===== src/rtl/pulp_dma_sched_pkg.sv =====
// Shared types and cluster-level defaults for the DMA burst scheduler.
// Struct field widths follow the cluster configuration below.
package pulp_dma_sched_pkg;

   localparam int unsigned N_CORES            = 8;
   localparam int unsigned AXI_AW             = 64;
   localparam int unsigned AXI_DW             = 64;
   localparam int unsigned LEN_W              = 32;
   localparam int unsigned DMA_MAX_BURST_SIZE = 2048;
   localparam int unsigned DMA_MAX_N_TXNS     = 8;
   localparam int unsigned PAGE_SIZE          = 4096;
   localparam int unsigned BPB                = AXI_DW / 8;
   localparam int unsigned ID_W               = $clog2(N_CORES);

   typedef struct packed {
      logic [AXI_AW-1:0] addr;
      logic [LEN_W-1:0]  len;
      logic [ID_W-1:0]   id;
   } job_t;

   typedef struct packed {
      logic [AXI_AW-1:0] addr;
      logic [7:0]        len;
      logic [ID_W-1:0]   id;
   } burst_t;

   // Unsigned minimum on byte counts.
   function automatic logic [LEN_W-1:0] umin(input logic [LEN_W-1:0] a,
                                             input logic [LEN_W-1:0] b);
      return (a < b) ? a : b;
   endfunction

endpackage


===== src/rtl/pulp_dma_rr_arb.sv =====
// Round-robin arbiter: combinational grant of the first valid requester at or
// after the pointer; the pointer moves past the winner on every grant.
module pulp_dma_rr_arb #(
   parameter int unsigned N  = 8,
   localparam int unsigned IW = $clog2(N)
) (
   input  logic          clk_i,
   input  logic          rst_ni,
   input  logic [N-1:0]  valid_i,
   input  logic          en_i,
   output logic [N-1:0]  gnt_o,
   output logic [IW-1:0] gnt_idx_o,
   output logic          gnt_valid_o
);

   logic [IW-1:0] ptr_q;
   logic [IW-1:0] k;

   // Scan from the pointer; N is a power of two so the index wraps for free.
   always_comb begin
      gnt_o       = '0;
      gnt_idx_o   = '0;
      gnt_valid_o = 1'b0;
      k           = '0;
      if (en_i) begin
         for (int i = 0; i < int'(N); i++) begin
            k = ptr_q + IW'(i);
            if (!gnt_valid_o && valid_i[k]) begin
               gnt_valid_o = 1'b1;
               gnt_idx_o   = k;
            end
         end
      end
      if (gnt_valid_o) gnt_o[gnt_idx_o] = 1'b1;
   end

   // Pointer advances to the slot after the winner.
   always_ff @(posedge clk_i) begin
      if (!rst_ni)          ptr_q <= '0;
      else if (gnt_valid_o) ptr_q <= gnt_idx_o + IW'(1);
   end

endmodule


===== src/rtl/pulp_dma_burst_sched.sv =====
// DMA front-end scheduler: round-robin job intake, split into AXI read bursts
// (<= MAX_BURST_SIZE, never crossing a 4 KiB page), at most MAX_TXNS in flight.
// Optional performance counters: define PULP_DMA_SCHED_PERF_EN.
module pulp_dma_burst_sched
   import pulp_dma_sched_pkg::*;
#(
   parameter int unsigned N_REQ          = pulp_dma_sched_pkg::N_CORES,
   parameter int unsigned AXI_AW         = pulp_dma_sched_pkg::AXI_AW,
   parameter int unsigned AXI_DW         = pulp_dma_sched_pkg::AXI_DW,
   parameter int unsigned LEN_W          = pulp_dma_sched_pkg::LEN_W,
   parameter int unsigned MAX_BURST_SIZE = pulp_dma_sched_pkg::DMA_MAX_BURST_SIZE,
   parameter int unsigned MAX_TXNS       = pulp_dma_sched_pkg::DMA_MAX_N_TXNS,
   localparam int unsigned IW            = $clog2(N_REQ)
) (
   input  logic                    clk_i,
   input  logic                    rst_ni,
   input  logic [N_REQ-1:0]        req_valid_i,
   output logic [N_REQ-1:0]        req_ready_o,
   input  logic [N_REQ*AXI_AW-1:0] req_addr_i,
   input  logic [N_REQ*LEN_W-1:0]  req_len_i,
   output logic                    burst_valid_o,
   input  logic                    burst_ready_i,
   output logic [AXI_AW-1:0]       burst_addr_o,
   output logic [7:0]              burst_len_o,
   output logic [IW-1:0]           burst_id_o,
   input  logic                    cpl_valid_i,
   output logic                    done_valid_o,
   output logic [IW-1:0]           done_id_o,
   output logic                    busy_o
`ifdef PULP_DMA_SCHED_PERF_EN
   ,
   output logic [31:0]             perf_bursts_o,
   output logic [31:0]             perf_stall_o
`endif
);

   localparam int unsigned BYTES_PB = AXI_DW / 8;
   localparam int unsigned OFF      = $clog2(BYTES_PB);
   localparam int unsigned CW       = $clog2(MAX_TXNS + 1);

   localparam logic [0:0] S_IDLE  = 1'b0;
   localparam logic [0:0] S_ISSUE = 1'b1;

   logic [N_REQ-1:0][AXI_AW-1:0] addr_arr;
   logic [N_REQ-1:0][LEN_W-1:0]  len_arr;
   assign addr_arr = req_addr_i;
   assign len_arr  = req_len_i;

   logic [0:0]       state_q, state_d;
   job_t             job_q, job_d;
   logic [CW-1:0]    out_q, out_d;
   logic             done_q, done_d;
   logic [IW-1:0]    done_id_q, done_id_d;

   logic [N_REQ-1:0] gnt;
   logic [IW-1:0]    gnt_idx;
   logic             gnt_any;
   logic             issue, full, hs;
   logic [12:0]      page_rem;
   logic [LEN_W-1:0] bytes;
   burst_t           bst;

   pulp_dma_rr_arb #(.N(N_REQ)) i_arb (
      .clk_i       (clk_i),
      .rst_ni      (rst_ni),
      .valid_i     (req_valid_i),
      .en_i        (state_q == S_IDLE),
      .gnt_o       (gnt),
      .gnt_idx_o   (gnt_idx),
      .gnt_valid_o (gnt_any)
   );

   assign req_ready_o = gnt;

   // Burst size: remaining bytes clipped by the burst cap and the page end.
   assign page_rem = 13'(PAGE_SIZE) - {1'b0, job_q.addr[11:0]};
   assign bytes    = umin(umin(job_q.len, LEN_W'(MAX_BURST_SIZE)), LEN_W'(page_rem));

   assign issue         = (state_q == S_ISSUE);
   assign full          = (out_q == CW'(MAX_TXNS));
   assign burst_valid_o = issue && !full;
   assign hs            = burst_valid_o && burst_ready_i;

   // Descriptor comes straight from job registers, so it holds while stalled.
   always_comb begin
      bst.addr = job_q.addr;
      bst.len  = 8'((bytes >> OFF) - LEN_W'(1));
      bst.id   = job_q.id;
   end

   assign burst_addr_o = issue ? bst.addr : '0;
   assign burst_len_o  = issue ? bst.len  : '0;
   assign burst_id_o   = issue ? bst.id   : '0;
   assign done_valid_o = done_q;
   assign done_id_o    = done_id_q;
   assign busy_o       = issue || (out_q != '0);

   // Job intake in IDLE, burst-by-burst consumption in ISSUE.
   always_comb begin
      state_d   = state_q;
      job_d     = job_q;
      done_d    = 1'b0;
      done_id_d = done_id_q;
      case (state_q)
         S_IDLE: begin
            if (gnt_any) begin
               job_d.addr = addr_arr[gnt_idx] & ~AXI_AW'(BYTES_PB - 1);
               job_d.len  = len_arr[gnt_idx]  & ~LEN_W'(BYTES_PB - 1);
               job_d.id   = gnt_idx;
               if (job_d.len == '0) begin
                  done_d    = 1'b1;
                  done_id_d = gnt_idx;
               end else begin
                  state_d = S_ISSUE;
               end
            end
         end
         default: begin
            if (hs) begin
               job_d.addr = job_q.addr + AXI_AW'(bytes);
               job_d.len  = job_q.len - bytes;
               if (job_d.len == '0) begin
                  state_d   = S_IDLE;
                  done_d    = 1'b1;
                  done_id_d = job_q.id;
               end
            end
         end
      endcase
   end

   // Outstanding bursts: issue adds, completion subtracts, floor at zero.
   always_comb begin
      out_d = out_q;
      if (hs && !cpl_valid_i)                         out_d = out_q + CW'(1);
      else if (!hs && cpl_valid_i && (out_q != '0))   out_d = out_q - CW'(1);
   end

   // State registers; reset drops any job and all in-flight accounting.
   always_ff @(posedge clk_i) begin
      if (!rst_ni) begin
         state_q   <= S_IDLE;
         job_q     <= '0;
         out_q     <= '0;
         done_q    <= 1'b0;
         done_id_q <= '0;
      end else begin
         state_q   <= state_d;
         job_q     <= job_d;
         out_q     <= out_d;
         done_q    <= done_d;
         done_id_q <= done_id_d;
      end
   end

`ifdef PULP_DMA_SCHED_PERF_EN
   logic [31:0] perf_bursts_q, perf_stall_q;

   // Wrapping event counters: accepted bursts and cycles stalled on a full window.
   always_ff @(posedge clk_i) begin
      if (!rst_ni) begin
         perf_bursts_q <= '0;
         perf_stall_q  <= '0;
      end else begin
         if (hs)            perf_bursts_q <= perf_bursts_q + 32'd1;
         if (issue && full) perf_stall_q  <= perf_stall_q + 32'd1;
      end
   end

   assign perf_bursts_o = perf_bursts_q;
   assign perf_stall_o  = perf_stall_q;
`endif

`ifndef SYNTHESIS
   cpl_underflow: assert property (@(posedge clk_i) disable iff (!rst_ni)
                                   cpl_valid_i |-> (out_q != '0));
`endif

endmodule

===== config.mk =====
export PLATFORM = sky130hd
export DESIGN_NAME = pulp_dma_burst_sched
export DESIGN_NICKNAME = d
export VERILOG_FILES = /design/src/rtl/pulp_dma_sched_pkg.sv /design/src/rtl/pulp_dma_rr_arb.sv /design/src/rtl/pulp_dma_burst_sched.sv
export SDC_FILE = /design/constraint.sdc
export NUM_CORES = 1
export LEC_CHECK = 0
export ABC_AREA = 0
export BUFFER_PORTS_ARGS = -buffer_cell sky130_fd_sc_hd__clkbuf_2
export CORE_AREA = 3 3 339 341
export CTS_CLUSTER_SIZE = 8
export DETAILED_ROUTE_END_ITERATION = 8
export DIE_AREA = 0 0 342 344
export PLACE_DENSITY = 0.34
export REMOVE_ABC_BUFFERS = 1
export SLEW_MARGIN = 20
export SYNTH_ARGS = -nofsm -noshare
export SYNTH_HDL_FRONTEND = slang
export SYNTH_SLANG_ARGS = --single-unit

===== constraint.sdc =====
create_clock -name clk_i -period 13.1 [get_ports clk_i]
set_clock_uncertainty 0.2 [all_clocks]
set_input_delay 2.62 -clock clk_i [delete_from_list [all_inputs] [get_ports clk_i]]
set_output_delay 2.62 -clock clk_i [all_outputs]
set_load 0.03 [all_outputs]

# After elaboration in Yosys (flattened, before gate mapping)
# Index checks and enable logic that the tools add are counted.
# word_totals
register_bits	111
output_inout_bits	89
inputBits	780
wordCells	144
# classes
n_bitwise	1
add_sub_neg	14
n_reduce_logical	33
mux	73
n_eq_ne	3
magnitude_cmp	12
# ops
op	count
binary-select mux 64 bit (select 3 bit)	1
two-way mux 96 bit	2
two-way mux 64 bit	2
two-way mux 99 bit	1
binary-select mux 32 bit (select 3 bit)	1
two-way mux 32 bit	3
adder 64 x 32 -> 64 bit	1
zero test 32 bit	2
two-way mux 3 bit	15
< comparator 3 x 4 -> 1 bit, second input constant	9
two-way mux 1 bit	35
< comparator 32 x 12 -> 1 bit, second input constant	1
< comparator 32 x 13 -> 1 bit	1
subtractor 32 bit	1
binary-select mux 1 bit (select 3 bit)	8
two-way mux 8 bit	2
logical AND 1 bit	13
subtractor 13 x 12 -> 13 bit, first input constant	1
adder 3 bit, second input constant	4
zero test 1 bit	10
two-way mux 4 bit	2
subtractor 8 x 1 -> 8 bit, second input constant	1
adder 3 x 1 -> 3 bit, second input constant	2
adder 3 x 2 -> 3 bit, second input constant	2
other kinds (12)	16

# Logic depth before layout (Yosys ltp)
# logic_depth
word_depth	38
mapped_depth	32
ltp_nobuf	28

# Modules after synthesis
# Synthesis repeated with hierarchy kept, for this count alone.
# hier_totals
hier_cells	2037
hier_area_um2	17827.1
# by_module_without_submodules
mod	seq_area_each_um2	cells_per_inst	area_each_um2	n_inst
pulp_dma_burst_sched	2162.1	1907	16603.4	1
pulp_dma_rr_arb	60.1	130	1223.7	1

# Least setup slack after synthesis
# No wires, ideal clock.
# synth_path
kind	input to output
start	in req_valid_i[4]
end	out req_ready_o[6]
required_ns	10.280
slack_ns	4.215
stages	13
n_path_buf	4
t_arrival_ns	6.065
path_cell_list	mux4_1 mux2_2 o21bai_1 nor2_1 a21oi_1 a21oi_1 nand2_1 buf_2 clkbuf_1 buf_1 clkbuf_1 nand2_1 nor3_1
# synth_between
elab_chain_cells	37
elab_cells_between_ends	61
cone_classes	order compare: 2; mux: 44; reduce/logical: 15
# synth_lines
item	line_no	text
start: declaration	pulp_dma_burst_sched.sv:17	input logic [N_REQ-1:0] req_valid_i,
binary-select mux 1 bit (select 3 bit)	pulp_dma_rr_arb.sv:28	if (!gnt_valid_o && valid_i[k]) begin
two-way mux 1 bit (implied by the code)	pulp_dma_rr_arb.sv:28	
two-way mux 1 bit	pulp_dma_rr_arb.sv:28	
two-way mux 1 bit	pulp_dma_rr_arb.sv:25	if (en_i) begin
zero test 1 bit	pulp_dma_rr_arb.sv:28	
logical AND 1 bit	pulp_dma_rr_arb.sv:28	
two-way mux 1 bit	pulp_dma_rr_arb.sv:28	
two-way mux 1 bit	pulp_dma_rr_arb.sv:25	
[21 not listed]	-	
logical AND 1 bit	pulp_dma_rr_arb.sv:28	
two-way mux 3 bit	pulp_dma_rr_arb.sv:28	
two-way mux 3 bit	pulp_dma_rr_arb.sv:25	
< comparator 3 x 4 -> 1 bit (implied by the code) / greater-or-equal comparator 3 x 1 -> 1 bit (equally long branches)	pulp_dma_rr_arb.sv:34	if (gnt_valid_o) gnt_o[gnt_idx_o] = 1'b1;
logical AND 1 bit (implied by the code)	pulp_dma_rr_arb.sv:34	
two-way mux 1 bit (implied by the code)	pulp_dma_rr_arb.sv:34	
demux 1 bit (select 3 bit)	-	
two-way mux 8 bit (*)	pulp_dma_rr_arb.sv:34	
end: declaration	pulp_dma_burst_sched.sv:18	output logic [N_REQ-1:0] req_ready_o,
# Every way passes the cells marked *; elsewhere a longest branch is shown, timed or not. The select of a mux whose other input is x is not followed.

# Final worst setup path
# layout_path
start	in req_valid_i[4]
end	out req_ready_o[2]
# Same word-level chain as after synthesis.

==> qor.txt <==
Status = complete, no violations
Total count of max-transition violations in the final report = 0
Setup Buffers After CTS = 0
Worst setup SP type = input port
Drt drc = 0
Post-synthesis cell area = 0.0179 mm2
Cell Pwr Density = 243 mW/mm2
Worst IR drop on VDD = 191 uV
Largest net degree at the start of global routing = 116
Critical R2R Capture = done_id_o[1]$_SDFFE_PN0P_
Syn Area/Cell = 6.60 um2
Fmax = 113 MHz
Critical Path Start = req_valid_i[4]
Fin. Hold Viols = 0
CTS Buf Count = 9
Element type at the critical path end = primary output
HP Class = reg2reg
Final setup viols = 0
Hold path depth = 2
Reg2reg setup slack = 4.84 ns
WHS = 0.293 ns
Multi-input gate area in the final layout = 0.0147 mm2
Unique masters post-synth = 97
Vias in the first global route = 22600
Cell taking the most area after synthesis = nand2_1
Die Width = 342 um
Die Area = 0.118 mm2
Die H = 344 um
Initial antenna violation count = 17
Top FF cell, synth = dfxtp_1
I/O Buffers = 820
Combinational share of power = 83.5%
Fin crit share = 67.6%
Top cells by area, synth = nand2_1 13%, dfxtp_1 12%, mux2i_1 8.7%
Via count = 22600
R2R Path Start = job_q[27]$_SDFFE_PN0P_
Slew of the pin with the lowest slew margin = 1.16 ns
WP data required = 10.28 ns
DP Wirelength = 86300 um
Maximum clock insertion buffer count = 2
All-Layer GR Usage = 17.5%
Max FO, Critical Path = 32
First-pass GRT wire length = 154000 um
Finished Core Util = 21.2%
Clk sink count = 111
Leakage = 11.1 nW
Final GP Congestion = 0.848
Slowest stage cell, crit path = mux4_1
Data arrival time of the worst path = 6.04 ns
Slew headroom = 21.8%
Critical path type = in2out
CTS tree = yes
Gates resized, CTS repair = 0
Internal power = 2.27 mW
Reg area = 0.00223 mm2
Net Sw Power = 3.50 mW
Cell with the most instances after synthesis = nand2_1
Core Rows = 123
Post-synth EDFFs = 0
Flops & latches, synth = 111
CP cell instances = clkbuf_2 > mux4_1 > a21oi_1 > a22oi_1 > nor3b_4 > a41oi_1 > nand2_4 > buf_4 > nand2_2 > buf_4 > nor2_1 > clkbuf_2
Reg clk slew, reported paths = 0.10 ns
Asr flop ratio synth = 0%
DR iter-0 viols = 1121
Total global routing overflow = 0
Crit path capture = req_ready_o[2]
Sw frac = 60.6%
Top post-synthesis cells by count = 625 x nand2_1, 182 x nand3_1, 157 x nor2_1, 156 x mux2i_1, 137 x o21ai_0
Max Cap Viol = 0
# IOs = 869
Core Region = 0.112 mm2
R2R cell count = 27
Clk Latency, worst-skew pair = 0.41 ns
CTS H-tree depth = 3
ANT nets after route = 0
Yosys warning count = 0
Vias/cell = 4.61
Post-synthesis cell count = 2705
Setup repair after global routing missed its margin = false
Final nets = 4266
Post-Route WL = 108000 um
Share of cells above drive strength 1 = 28.3%
Starting density of the core = 15.9%
Root buf cell = clkbuf_16
DRT Pass-1 Iters = 5
Period minus WS final = 8.86 ns
Clock power frac = 5.5%
Seq pwr share = 11.0%
Fill count = 13000
WL/cell = 22.1 um
Seq/Total Area, Yosys = 12.4%
Layout area overhead = 32.9%
Max incr delay on CP = 0.63 ns
Share of the synthesized area in the top cell type = 13.1%
CTS hold repair buffers = 0
==> cells by family after synthesis <==
group           after synthesis  share of synthesized area [%]
fa+ha+maj                    86                           6.12
buf+inv                     259                           6.22
flops                       111                           12.4
simple gates               1303                           33.9
xor+xnor                     72                           3.53
other cells                   2                         0.0420
mux                         196                           11.8
compound gates              676                           25.9
==> through the flow <==
step | cells | power [mW] | TNS, ns | instance area (um2) | setup slack [ns]
final | 4909 | 5.77 | 0 | 23700 | 4.24
after CTS | 4907 | 5.86 | 0 | 23700 | 4.15
after floorplan | 2531 | 4.07 | -182.72 | 17100 | -4.85
after detailed placement | 4891 | 5.51 | 0 | 23500 | 4.14
after global placement | 4891 | 5.54 | 0 | 23500 | 4.13
after global routing | 4907 | 6.33 | 0 | 23700 | 3.91
==> metal layers <==
layer	routed length, um	vias up	global-route usage, %
li1	-	11200	-
met4	1350	6	2.22
met3	5260	74	2.79
met2	55000	620	32.2
met5	47	-	0
met1	46600	10800	21.8
==> final cells by class <==
cell class	instances	area share [%]
well taps	1500	7.91
clock inverters	7	0.253
clock buffers	9	0.949
repair buffers	860	18.6
multi-input cells	2371	62.1
diodes	2	0.0211
inverters	49	0.827
flip-flops and latches	111	9.38
==> worst min path at each step <==
stage	start	to	slack [ns]
after detailed placement	bst[0]$_SDFFE_PN0P_	bst[0]$_SDFFE_PN0P_	0.29
after CTS	bst[0]$_SDFFE_PN0P_	bst[0]$_SDFFE_PN0P_	0.31
after global placement	bst[0]$_SDFFE_PN0P_	bst[0]$_SDFFE_PN0P_	0.28
final	bst[0]$_SDFFE_PN0P_	bst[0]$_SDFFE_PN0P_	0.29
after floorplan	bst[0]$_SDFFE_PN0P_	bst[0]$_SDFFE_PN0P_	0.25
after global routing	bst[0]$_SDFFE_PN0P_	bst[0]$_SDFFE_PN0P_	0.35
==> cell usage in the layout, fill, tap and decap left out, types with 14 or more instances in the layout <==
cell type  synthesis  final
and3_1            72     72
mux2_2            32     32
nor4_1            21     21
nor2_1           157    156
xor2_1            29     29
and2_1            89     88
dfxtp_1          111    110
a31oi_1           76     76
clkbuf_2           0    819
conb_1             2     38
inv_1             46     46
nor2b_1           16     16
a21oi_1          136    135
o21bai_1          14     14
mux2i_1          156    156
o21ai_0          137    137
a21boi_0          19     19
nor3_1            37     37
buf_4              4     40
xnor2_1           43     43
nand3_1          182    182
ha_1              81     81
nand4_1           27     27
o21a_1            15     15
a311oi_1          68     68
a21o_1            54     54
nand2_1          625    619
o211ai_1          18     18
==> power by group through the flow <==
stage	clock network, mW	registers [mW]	logic (mW)
final	0.316	0.634	4.82
after global routing	0.342	0.655	5.34
after CTS	0.337	0.634	4.89
after detailed placement	0	0.640	4.87
after global placement	0	0.643	4.90
after floorplan	0	0.571	3.50
==> registers in the layout, indices dropped and copies added, names as in the netlist <==
name          cells
bst              67
done_id_o         3
done_valid_o      1
i_arb.ptr_q       3
issue             1
job_q            32
out_q             4
==> worst max-delay path, delay by kind of cell <==
family / cells / cell delay, ns
buffers and inverters: 4 / 1.07
AND/OR/NAND/NOR: 4 / 1.03
AO/OA/AOI/OAI: 3 / 0.67
multiplexers: 1 / 0.63
Note: power is estimated with default switching activity, not from simulation.
